===== src/rtl/delay_cal_pkg.sv =====
// Shared types and default sizing for the matched-delay calibration controller.
package delay_cal_pkg;

   localparam int unsigned TAP_W_DEF       = 3;
   localparam int unsigned CNT_W_DEF       = 8;
   localparam int unsigned SYNC_STAGES_DEF = 2;
   localparam int unsigned SETTLE_CYC_DEF  = 4;
   localparam int unsigned TIMEOUT_DEF     = 255;
   localparam int unsigned TAP_MAX         = (1 << TAP_W_DEF) - 1;

   typedef enum logic [2:0] {
      StIdle,
      StSettle,
      StLaunch,
      StWait,
      StEval,
      StDone
   } calState_e;

endpackage


===== src/rtl/sync_ff.sv =====
// Reset-to-zero flop chain bringing the asynchronous chain return into the clk domain.
module sync_ff #(
   parameter int unsigned STAGES = 2
) (
   input  logic clk,
   input  logic rst,
   input  logic d,
   output logic q
);

   logic [STAGES-1:0] chain;

   always_ff @(posedge clk) begin
      if (rst) begin
         chain <= '0;
      end else begin
         chain[0] <= d;
         for (int i = 1; i < STAGES; i++) begin
            chain[i] <= chain[i-1];
         end
      end
   end

   assign q = chain[STAGES-1];

endmodule


===== src/rtl/delay_cal_ctrl.sv =====
// Steps the delay-chain tap until a two-phase launch takes at least target_cyc clocks
// to come back; flags an error on timeout or when the longest tap is still too fast.
module delay_cal_ctrl
   import delay_cal_pkg::*;
#(
   parameter int unsigned TAP_W       = TAP_W_DEF,
   parameter int unsigned CNT_W       = CNT_W_DEF,
   parameter int unsigned SYNC_STAGES = SYNC_STAGES_DEF,
   parameter int unsigned SETTLE_CYC  = SETTLE_CYC_DEF,
   parameter int unsigned TIMEOUT     = TIMEOUT_DEF
) (
   input  logic             clk,
   input  logic             rst,
   input  logic             cal_start,
   input  logic [CNT_W-1:0] target_cyc,
   output logic [TAP_W-1:0] tap_sel,
   output logic             launch_o,
   input  logic             ret_i,
   output logic [CNT_W-1:0] meas_cyc,
   output logic             cal_busy,
   output logic             cal_done,
   output logic             cal_err
);

   localparam logic [TAP_W-1:0] TapMax     = '1;
   localparam logic [CNT_W-1:0] SettleCnt  = CNT_W'(SETTLE_CYC);
   localparam logic [CNT_W-1:0] TimeoutCnt = CNT_W'(TIMEOUT);

   calState_e        state;
   logic [CNT_W-1:0] target;
   logic [CNT_W-1:0] quietCnt;
   logic [CNT_W-1:0] toCnt;
   logic [CNT_W-1:0] cycCnt;
   logic             retS;
   logic             retMatch;
   logic [CNT_W-1:0] quietNext;
   logic [CNT_W-1:0] toNext;
   logic [CNT_W-1:0] cycNext;

   sync_ff #(
      .STAGES(SYNC_STAGES)
   ) u_retSync (
      .clk(clk),
      .rst(rst),
      .d  (ret_i),
      .q  (retS)
   );

   // Chain output has caught up with the request when both phases agree.
   assign retMatch  = (retS == launch_o);
   assign quietNext = !retMatch ? '0 : ((quietCnt == '1) ? quietCnt : quietCnt + 1'b1);
   assign toNext    = (toCnt == '1) ? toCnt : toCnt + 1'b1;
   assign cycNext   = (cycCnt == '1) ? cycCnt : cycCnt + 1'b1;

   always_ff @(posedge clk) begin
      if (rst) begin
         state    <= StIdle;
         tap_sel  <= '0;
         launch_o <= 1'b0;
         meas_cyc <= '0;
         cal_busy <= 1'b0;
         cal_done <= 1'b0;
         cal_err  <= 1'b0;
         target   <= '0;
         quietCnt <= '0;
         toCnt    <= '0;
         cycCnt   <= '0;
      end else begin
         cal_done <= 1'b0;
         case (state)
            StIdle: begin
               if (cal_start) begin
                  target   <= target_cyc;
                  tap_sel  <= '0;
                  cal_err  <= 1'b0;
                  cal_busy <= 1'b1;
                  quietCnt <= '0;
                  toCnt    <= '0;
                  state    <= StSettle;
               end
            end
            StSettle: begin
               quietCnt <= quietNext;
               toCnt    <= toNext;
               if (quietNext >= SettleCnt) begin
                  state <= StLaunch;
               end else if (toNext >= TimeoutCnt) begin
                  cal_err <= 1'b1;
                  state   <= StDone;
               end
            end
            StLaunch: begin
               launch_o <= ~launch_o;
               cycCnt   <= '0;
               state    <= StWait;
            end
            StWait: begin
               if (retMatch) begin
                  meas_cyc <= cycNext;
                  state    <= StEval;
               end else if (cycNext >= TimeoutCnt) begin
                  meas_cyc <= TimeoutCnt;
                  cal_err  <= 1'b1;
                  state    <= StDone;
               end else begin
                  cycCnt <= cycNext;
               end
            end
            StEval: begin
               if (meas_cyc >= target) begin
                  state <= StDone;
               end else if (tap_sel == TapMax) begin
                  cal_err <= 1'b1;
                  state   <= StDone;
               end else begin
                  tap_sel  <= tap_sel + 1'b1;
                  quietCnt <= '0;
                  toCnt    <= '0;
                  state    <= StSettle;
               end
            end
            StDone: begin
               cal_done <= 1'b1;
               cal_busy <= 1'b0;
               state    <= StIdle;
            end
            default: state <= StIdle;
         endcase
      end
   end

endmodule


===== config.mk =====
export PLATFORM = sky130hd
export DESIGN_NAME = delay_cal_ctrl
export DESIGN_NICKNAME = d
export VERILOG_FILES = /design/src/rtl/delay_cal_pkg.sv /design/src/rtl/sync_ff.sv /design/src/rtl/delay_cal_ctrl.sv
export SDC_FILE = /design/constraint.sdc
export NUM_CORES = 1
export LEC_CHECK = 0
export BUFFER_PORTS_ARGS = -buffer_cell sky130_fd_sc_hd__buf_4
export CORE_AREA = 4 4 80 82
export DETAILED_ROUTE_END_ITERATION = 8
export DIE_AREA = 0 0 84 86
export PLACE_DENSITY = 0.79
export SLEW_MARGIN = 10
export SYNTH_ARGS = -nofsm -noshare
export SYNTH_HDL_FRONTEND = slang
export SYNTH_SLANG_ARGS = --single-unit

===== constraint.sdc =====
create_clock -name clk -period 2 [get_ports clk]
set_input_delay 0.1 -clock clk [delete_from_list [all_inputs] [get_ports clk]]
set_output_delay 0.1 -clock clk [all_outputs]
set_load 0.03 [all_outputs]

Yosys cells after proc, flatten, opt, wreduce, memory -nomap -nowiden
Cells that the tools add are included.

Register bits after elaboration: 52. Bits of input ports: 12. Output and inout port bits: 15. Word-level logic and storage cells: 94.

$add $sub $neg: 4. Order comparisons: 4. Equality and inequality tests: 21. Muxes and demuxes: 37. Bitwise gates (word level): 1. Reduce and logical (&&, ||, !) cells: 15.

Operators by type and width (number): two-way mux 8 bit (11); case mux 8 bit (3 select lines) (2); two-way mux 3 bit (10); adder 8 x 1 -> 8 bit (second input constant) (3); == test 8 bit (second input constant) (3); != test 2 bit (second input constant) (9); >= comparator 8 bit (second input constant) (2); case mux 8 bit (2 select lines) (1); case mux 3 bit (5 select lines) (1); == test 3 bit (second input constant) (3); two-way mux 1 bit (9); >= comparator 8 x 3 -> 1 bit (second input constant) (1); >= comparator 8 bit (1); AND reduction 4 bit (2); AND reduction 8 bit (1); nonzero test 2 bit (4); == test 3 x 2 -> 1 bit (second input constant) (2); != test 3 bit (second input constant) (2); case mux 3 bit (2 select lines) (1); AND reduction 2 bit (3); AND reduction 3 bit (2); case mux 1 bit (4 select lines) (1); nonzero test 4 bit (1); adder 3 x 1 -> 3 bit (second input constant) (1); other kinds (6) (6).

Depth between registers and ports, before layout
Gate-level depths: netlist of the first run.

Word-level depth: 6. Gate-level depth with buffers: 8.

Modules after synthesis
From an unflattened synthesis of the first run, not the netlist that was laid out.

Cells, all modules: 385. Area total of the unflattened synthesis: 3180.6 um^2.

Modules (own cells, without submodules): delay_cal_ctrl (times used 1, cells each 381, area an instance 3128.0 um^2, seq. area each 1001.0 um^2); sync_ff (times used 1, cells each 4, area an instance 52.6 um^2, seq. area each 40.0 um^2).

Worst setup path after synthesis of the first run
No wires, ideal clock.

Kind: register to register. From: register meas_cyc[2]. To: register toCnt[0]. Setup time: 0.139 ns. Arrival time: 2.260 ns. Setup slack: -0.399 ns. Stages on the path, launching flop included: 8. Buffers on the path: 1. Period minus slack after synthesis: 2.399 ns. Cells stage by stage: dfxtp_1 ha_1 a211o_1 a31oi_1 o221ai_1 a211oi_2 clkbuf_1 a311oi_1.

Longest elaborated chain between the ends: 3.

RTL lines: from (decl) (RTL line delay_cal_ctrl.sv:19) `output logic [CNT_W-1:0] meas_cyc,`; from (signal assigned) (RTL line delay_cal_ctrl.sv:99) `meas_cyc <= cycNext;`; from (signal assigned) (RTL line delay_cal_ctrl.sv:102) `meas_cyc <= TimeoutCnt;`; >= comparator 8 bit (RTL line delay_cal_ctrl.sv:110) `if (meas_cyc >= target) begin`; != test 2 bit (no line); AND reduction 4 bit (no line); to (signal assigned) (RTL line delay_cal_ctrl.sv:84) `toCnt <= toNext;`; to (decl) (RTL line delay_cal_ctrl.sv:32) `logic [CNT_W-1:0] toCnt;`.

Every way passes these cells. A chain may end at the register's enable or synchronous reset.

Worst setup path after layout of the first run
From: register cycCnt[0]. To: register cycCnt[0].

Longest elaborated chain between the ends: 5. Elaborated cells on any way between the ends: 9. Classes of those cells: add/sub (1); order compare (1); eq/ne (2); mux (4); reduce/logical (1).

RTL lines: from (decl) (RTL line delay_cal_ctrl.sv:33) `logic [CNT_W-1:0] cycCnt;`; from (signal assigned) (RTL line delay_cal_ctrl.sv:106) `cycCnt <= cycNext;`; adder 8 x 1 -> 8 bit / == test 8 bit (equally long branches) (RTL line delay_cal_ctrl.sv:53) `assign cycNext = (cycCnt == '1) ? cycCnt : cycCnt + 1'b1;`; two-way mux 8 bit (*) (RTL line delay_cal_ctrl.sv:53); >= comparator 8 bit / two-way mux 8 bit (equally long branches) (RTL line delay_cal_ctrl.sv:101) `end else if (cycNext >= TimeoutCnt) begin`; != test 2 bit (no line) / two-way mux 8 bit (equally long branches); AND reduction 3 bit (no line) / case mux 8 bit (2 select lines) (equally long branches).

Every way passes the cells marked *; elsewhere a longest branch is shown, timed or not. The select of a mux whose other input is x is not followed.

==> flow_metrics.env, run 1 <==
export IMPL_die_area_um2=7220
export IMPL_fin_nets=468
export IMPL_gp_congestion=0.896
export IMPL_vias_per_cell=5.91
export IMPL_rows=28
export IMPL_synthCells=374
export IMPL_endpoint_kind="register"
export IMPL_slew_headroom=0.710
export IMPL_ant_nets=0
export IMPL_skew_ns=0.00966
export IMPL_synth_warnings=0
export IMPL_drt_met1_wl_mm=3.54
export IMPL_fmaxAchievable_ghz=0.473
export IMPL_die_h_um=86
export IMPL_top_layer="met4"
export IMPL_synth_distinct_cells=60
export IMPL_critPathMaxFanout=8
export IMPL_cts_root_buf="clkbuf_8"
export IMPL_fill_cells=469
export IMPL_yosysSeqAreaShare=0.350
export IMPL_numCtsBuffers=5
export IMPL_track_usage=0.226
export IMPL_synthFlopType="dfxtp_1"
export IMPL_core_um2=5750
export IMPL_status="finished with violations"
export IMPL_wl_met2_mm=4.32
export IMPL_finalMaxSlewViolations=0
export IMPL_wl_mm=8.27
export IMPL_avgSynthCellArea_um2=7.96
export IMPL_synth_edf_count=0
export IMPL_grt_pass1_wl_mm=13.7
export IMPL_leakage_nw=1.57
export IMPL_wl_per_cell_um=15.9
export IMPL_die_w_um=84
export IMPL_grt_start_max_net_pins=26
export IMPL_drt_pass1_iter_count=4
export IMPL_clkLatencyLatePin_ns=0.32
export IMPL_arrival_ns=2.34
export IMPL_syn_cell_area_um2=2980
export IMPL_power_density_nw_per_um2=497
export IMPL_fin_crit_ns=2.11
export IMPL_ys_seq_elements=52
export IMPL_dr_wl_met3_um=260
export IMPL_start_util=0.518
export IMPL_hold_path_class="input port to register"
export IMPL_rsz0062_at_grt="true"
export IMPL_numPortBuffers=26
export IMPL_layout_drive_gt1_share=0.313
export IMPL_antenna_found_initial=0
export IMPL_period_share=1.06
export IMPL_final_area_um2=3940
export IMPL_clockBufferDepth=2
export IMPL_cts_tree="done"
export IMPL_worst_setup_path_start_kind="register"
export IMPL_hpwl_mm=5.68
export IMPL_violations="negative setup slack"
export IMPL_place_area_um2=3580
export IMPL_path_class="register to register"
export IMPL_clock_sinks=52
export IMPL_pin_count=27
export IMPL_fin_util=0.685
export IMPL_tightest_slew_ns=0.432
export IMPL_grt_overflow_total=0
export IMPL_maxCapViolCount=0
export IMPL_synth_fp_nets=399
export IMPL_setup_violations=9
export IMPL_h_tree_depth=2
export IMPL_first_iter_violations=135
export IMPL_antenna_cells=0
export IMPL_syn_to_final_growth_pct=32.2
export IMPL_ir_worst_vdd_uv=369
export IMPL_clkTransAtPathRegs_ns=0.11
export IMPL_finalSetupTns_ns=-0.446
export IMPL_drc=0
export IMPL_hold_viol_final=0
export IMPL_synthArstFlopShare=0
export IMPL_fin_ws_ns=-0.113
export IMPL_worstPathRequired_ns=2.23
export IMPL_grt_pass1_vias=3003
export IMPL_vias=3066
metrics by stage:
| step | total power [mW] | hold WS [ns] | std cells | setup slack [ns] |
|---|---|---|---|---|
| finish | 1.96 | 0.0154 | 519 | -0.113 |
| global route | 2.03 | 0.0224 | 519 | -0.191 |
| CTS | 1.95 | 0.0113 | 513 | -0.0733 |
| detailed placement | 1.32 | 0.324 | 501 | -0.0954 |
| global placement | 1.31 | 0.332 | 501 | -0.0327 |
| floorplan | 1.24 | 0.228 | 374 | -0.00125 |
critical path: stages (launching register included):
cell and delay (ns):
dfxtp_2 0.38, buf_6 0.15, nand4_1 0.20, o211a_1 0.34
o22ai_4 0.19, o21ai_2 0.10, or4_1 0.46, a31oi_1 0.21
state kept, by name, indices dropped and copies added (netlist names):
signal	count
cal_busy	1
cal_done	1
cal_err	1
cycCnt	8
launch_o	1
meas_cyc	8
quietCnt	8
state	3
tap_sel	3
target	8
toCnt	8
u_retSync.chain	2
layer usage:
metal  vias up  global-route usage
li1       1515                   -
met1      1466               0.277
met2        68               0.411
met3        17              0.0327
met4         0              0.0716
met5         -                   0
Yosys cell counts (4+ instances only):
library cell	number	share of area
a211oi_1	12	0.030
a21o_1	5	0.013
a21oi_1	31	0.052
a31oi_1	7	0.015
a41oi_1	4	0.012
and3_1	9	0.019
buf_2	7	0.012
clkbuf_1	8	0.010
dfxtp_1	52	0.35
ha_1	13	0.055
inv_1	18	0.023
mux2i_1	5	0.017
nand2_1	46	0.058
nand2b_1	6	0.013
nand3_1	12	0.020
nand4_1	5	0.011
nor2_1	32	0.040
nor2b_1	4	0.0084
nor3_1	10	0.017
nor4_1	5	0.011
o21a_1	8	0.020
o21ai_0	16	0.027
xnor2_1	4	0.012
power breakdown:
| group | switching, mW | internal [mW] | leakage [nW] |
|---|---|---|---|
| Combinational | 0.134 | 0.113 | 1.10 |
| Sequential | 0.0207 | 1.05 | 0.429 |
| Clock | 0.387 | 0.249 | 0.0404 |
| Total | 0.541 | 1.42 | 1.57 |
layout by cell type, fill, tap and decap left out, types with 6 or more instances in the layout:
cell,Yosys,layout
o21a_1,8,8
dfxtp_1,52,38
nand2_1,46,46
nor3_1,10,6
inv_1,18,17
a31oi_1,7,6
buf_4,2,77
and3_1,9,9
a21oi_1,31,28
nand3_1,12,11
dfxtp_2,0,11
nor2_1,32,29
a211oi_1,12,10
o21ai_0,16,16
ha_1,13,10
cells by family (layout without fill, tap and decap cells):
group | after synthesis | after routing | synth area share
AND/OR/NAND/NOR | 142 | 142 | 0.237
AO/OA/AOI/OAI | 120 | 120 | 0.275
flip-flops | 52 | 52 | 0.350
buffers and inverters | 37 | 107 | 0.0521
adder cells (fa/ha/maj) | 13 | 13 | 0.0546
XOR/XNOR | 5 | 5 | 0.0147
multiplexers | 5 | 5 | 0.0168
worst paths after layout:
path | from | end | slack [ns] | depth (start not counted)
hold reg to reg | target[1] | target[1] | 0.47 | 2
setup reg to reg | cycCnt[0] | cycCnt[0] | -0.11 | 7
hold / removal | target_cyc[5] | target[5] | 0.02 | 3
setup / recovery | cycCnt[0] | cycCnt[0] | -0.11 | 7
what timing repair did:
action / in CTS / in global routing
gates resized for setup: 15 / 28
cloned: 0 / 0
buffers inserted: 3 / 6
pin swaps: 5 / 9
endpoints found under the setup margin: 17 / 37
hold buffers: 1 / 0
endpoints found under the hold margin: 1 / 0
cell type report:
cell class / instances / area [um^2] / area share
Clock buffer: 5 / 68.8 / 0.0175
Sequential cell: 52 / 1070 / 0.271
Multi-Input combinational cell: 285 / 1990 / 0.504
Timing Repair Buffer: 81 / 631 / 0.160
Inverter: 18 / 67.6 / 0.0172
Clock inverter: 3 / 23.8 / 0.00604
Tap cell: 75 / 93.8 / 0.0238
No activity file was read; power rests on OpenSTA's default activity.
==> run 2: changes to the inputs <==
- SETUP_SLACK_MARGIN: not set -> 0.05
==> flow_metrics.env, run 2 (synthesis gave the netlist of run 1 again) <==
export IMPL_busiest_layer="met2"
export IMPL_rows=28
export IMPL_drc=0
export IMPL_grt_overflow_total=0
export IMPL_fin_crit_ns=2.14
export IMPL_clock_sinks=52
export IMPL_die_w_um=84
export IMPL_fin_ws_ns=-0.136
export IMPL_tightest_slew_ns=0.571
export IMPL_finalSetupTns_ns=-1.34
export IMPL_slew_headroom=0.609
export IMPL_rsz0062_at_grt="true"
export IMPL_antenna_found_initial=0
export IMPL_fill_cells=443
export IMPL_layout_drive_gt1_share=0.312
export IMPL_vias=3157
export IMPL_first_iter_violations=234
export IMPL_cpPeakStageDelay_ns=0.36
export IMPL_wl_per_cell_um=16.0
export IMPL_worstPathRequired_ns=2.23
export IMPL_status="finished with violations"
export IMPL_wl_mm=8.27
export IMPL_hold_path_class="input port to register"
export IMPL_arrival_ns=2.36
export IMPL_track_usage=0.226
export IMPL_ant_nets=0
export IMPL_clockBufferDepth=2
export IMPL_antenna_cells=0
export IMPL_fin_nets=467
export IMPL_endpoint_kind="register"
export IMPL_skew_ns=0.0103
export IMPL_drt_pass1_iter_count=5
export IMPL_layout_commonest_cell="buf_4"
export IMPL_maxCapViolCount=0
export IMPL_leakage_nw=1.55
export IMPL_path_class="register to register"
export IMPL_gp_congestion=0.969
export IMPL_cts_tree="done"
export IMPL_setup_violations=19
export IMPL_core_um2=5750
export IMPL_critPathSlowestCell="dfxtp_2"
export IMPL_grt_pass1_vias=2977
export IMPL_timing_hold_worst_start="target_cyc[5]"
export IMPL_cts_root_buf="clkbuf_8"
export IMPL_period_share=1.07
export IMPL_r2r_start="target[2]"
export IMPL_clkLatencyLatePin_ns=0.32
export IMPL_die_h_um=86
export IMPL_vias_per_cell=6.09
export IMPL_pre_cts_ws_ns=-0.129
export IMPL_crit_chain="inv_2 -> ha_4 -> a211o_1 -> a31oi_2 -> o221ai_4 -> a211oi_4 -> buf_12 -> a41oi_1 -> a211oi_1"
export IMPL_grtUsageMet2=0.372
export IMPL_numPortBuffers=26
export IMPL_ir_worst_vdd_uv=344
export IMPL_clkTransAtPathRegs_ns=0.10
export IMPL_grt_pass1_wl_mm=13.6
export IMPL_grt_start_max_net_pins=33
export IMPL_power_mw=1.96
export IMPL_pin_count=27
export IMPL_numCtsBuffers=5
export IMPL_h_tree_depth=2
export IMPL_worst_setup_path_start_kind="register"
export IMPL_use_met3=0.0423
export IMPL_hpwl_mm=5.54
export IMPL_power_density_nw_per_um2=495
export IMPL_finalMaxSlewViolations=0
export IMPL_start_util=0.518
export IMPL_die_area_um2=7220
export IMPL_critPathMaxFanout=14
export IMPL_use_met1=0.292
export IMPL_cp_startpoint="target[2]"
export IMPL_final_cell_mix="buf_4 (73), nand2_1 (46), dfxtp_1 (34), nor2_1 (30), a21oi_1 (28)"
export IMPL_fmaxAchievable_ghz=0.468
export IMPL_hold_viol_final=0
export IMPL_syn_to_final_growth_pct=32.7
export IMPL_violations="negative setup slack"
run 2: cell types whose count changed in the layout (fill, tap and decap cells not counted), sizes merged:
cell	before	now
buf	80	79
run 2: metrics by stage:
stage	area (um^2)	instances	util	hold WS [ns]
floorplan	3050	374	-	0.228
global placement	3560	497	0.620	0.316
detailed placement	3560	497	0.620	0.319
CTS	3820	514	0.665	0.0215
global route	3950	518	0.687	0.0133
finish	3950	518	0.687	0.0222
run 2: worst paths after layout:
check,endpoint,slack [ns],depth (start not counted)
setup / recovery,quietCnt[3],-0.14,9
hold reg to reg,u_retSync.chain[1],0.45,1
setup reg to reg,quietCnt[3],-0.14,9
hold / removal,target[5],0.02,3
run 2: timing repair:
action                                 4_1_cts  5_1_grt
setup buffers                                8        4
endpoints found under the hold margin        1        0
setup endpoints to repair                   37       37
gates resized for setup                     25       22
hold buffers                                 1        0
pin swaps                                   15       10
run 2: cell type report:
class | count | area [um^2] | share of cell area
Multi-Input combinational cell | 285 | 1980 | 0.500
Sequential cell | 52 | 1080 | 0.272
Timing Repair Buffer | 80 | 643 | 0.163
Tap cell | 75 | 93.8 | 0.0238
Clock buffer | 5 | 68.8 | 0.0174
Inverter | 18 | 67.6 | 0.0171
Clock inverter | 3 | 23.8 | 0.00602
run 2: layer usage:
metal / vias up / share of wire / wire length, um
met5: - / 0 / 0
met4: 0 / 0.029 / 241
met3: 27 / 0.052 / 427
met2: 121 / 0.48 / 3950
met1: 1496 / 0.44 / 3650
li1: 1513 / - / -
run 2: critical path, delay by kind of cell, from the launching register on:
family,cells,cell delay [ns]
flops,1,0.36
fa+ha+maj,1,0.23
buf+inv,2,0.23
compound gates,6,1.21
run 2: power by group:
part	internal, mW	total (mW)	switching, mW
clock network	0.249	0.629	0.380
registers	1.05	1.07	0.0207
logic	0.117	0.256	0.139
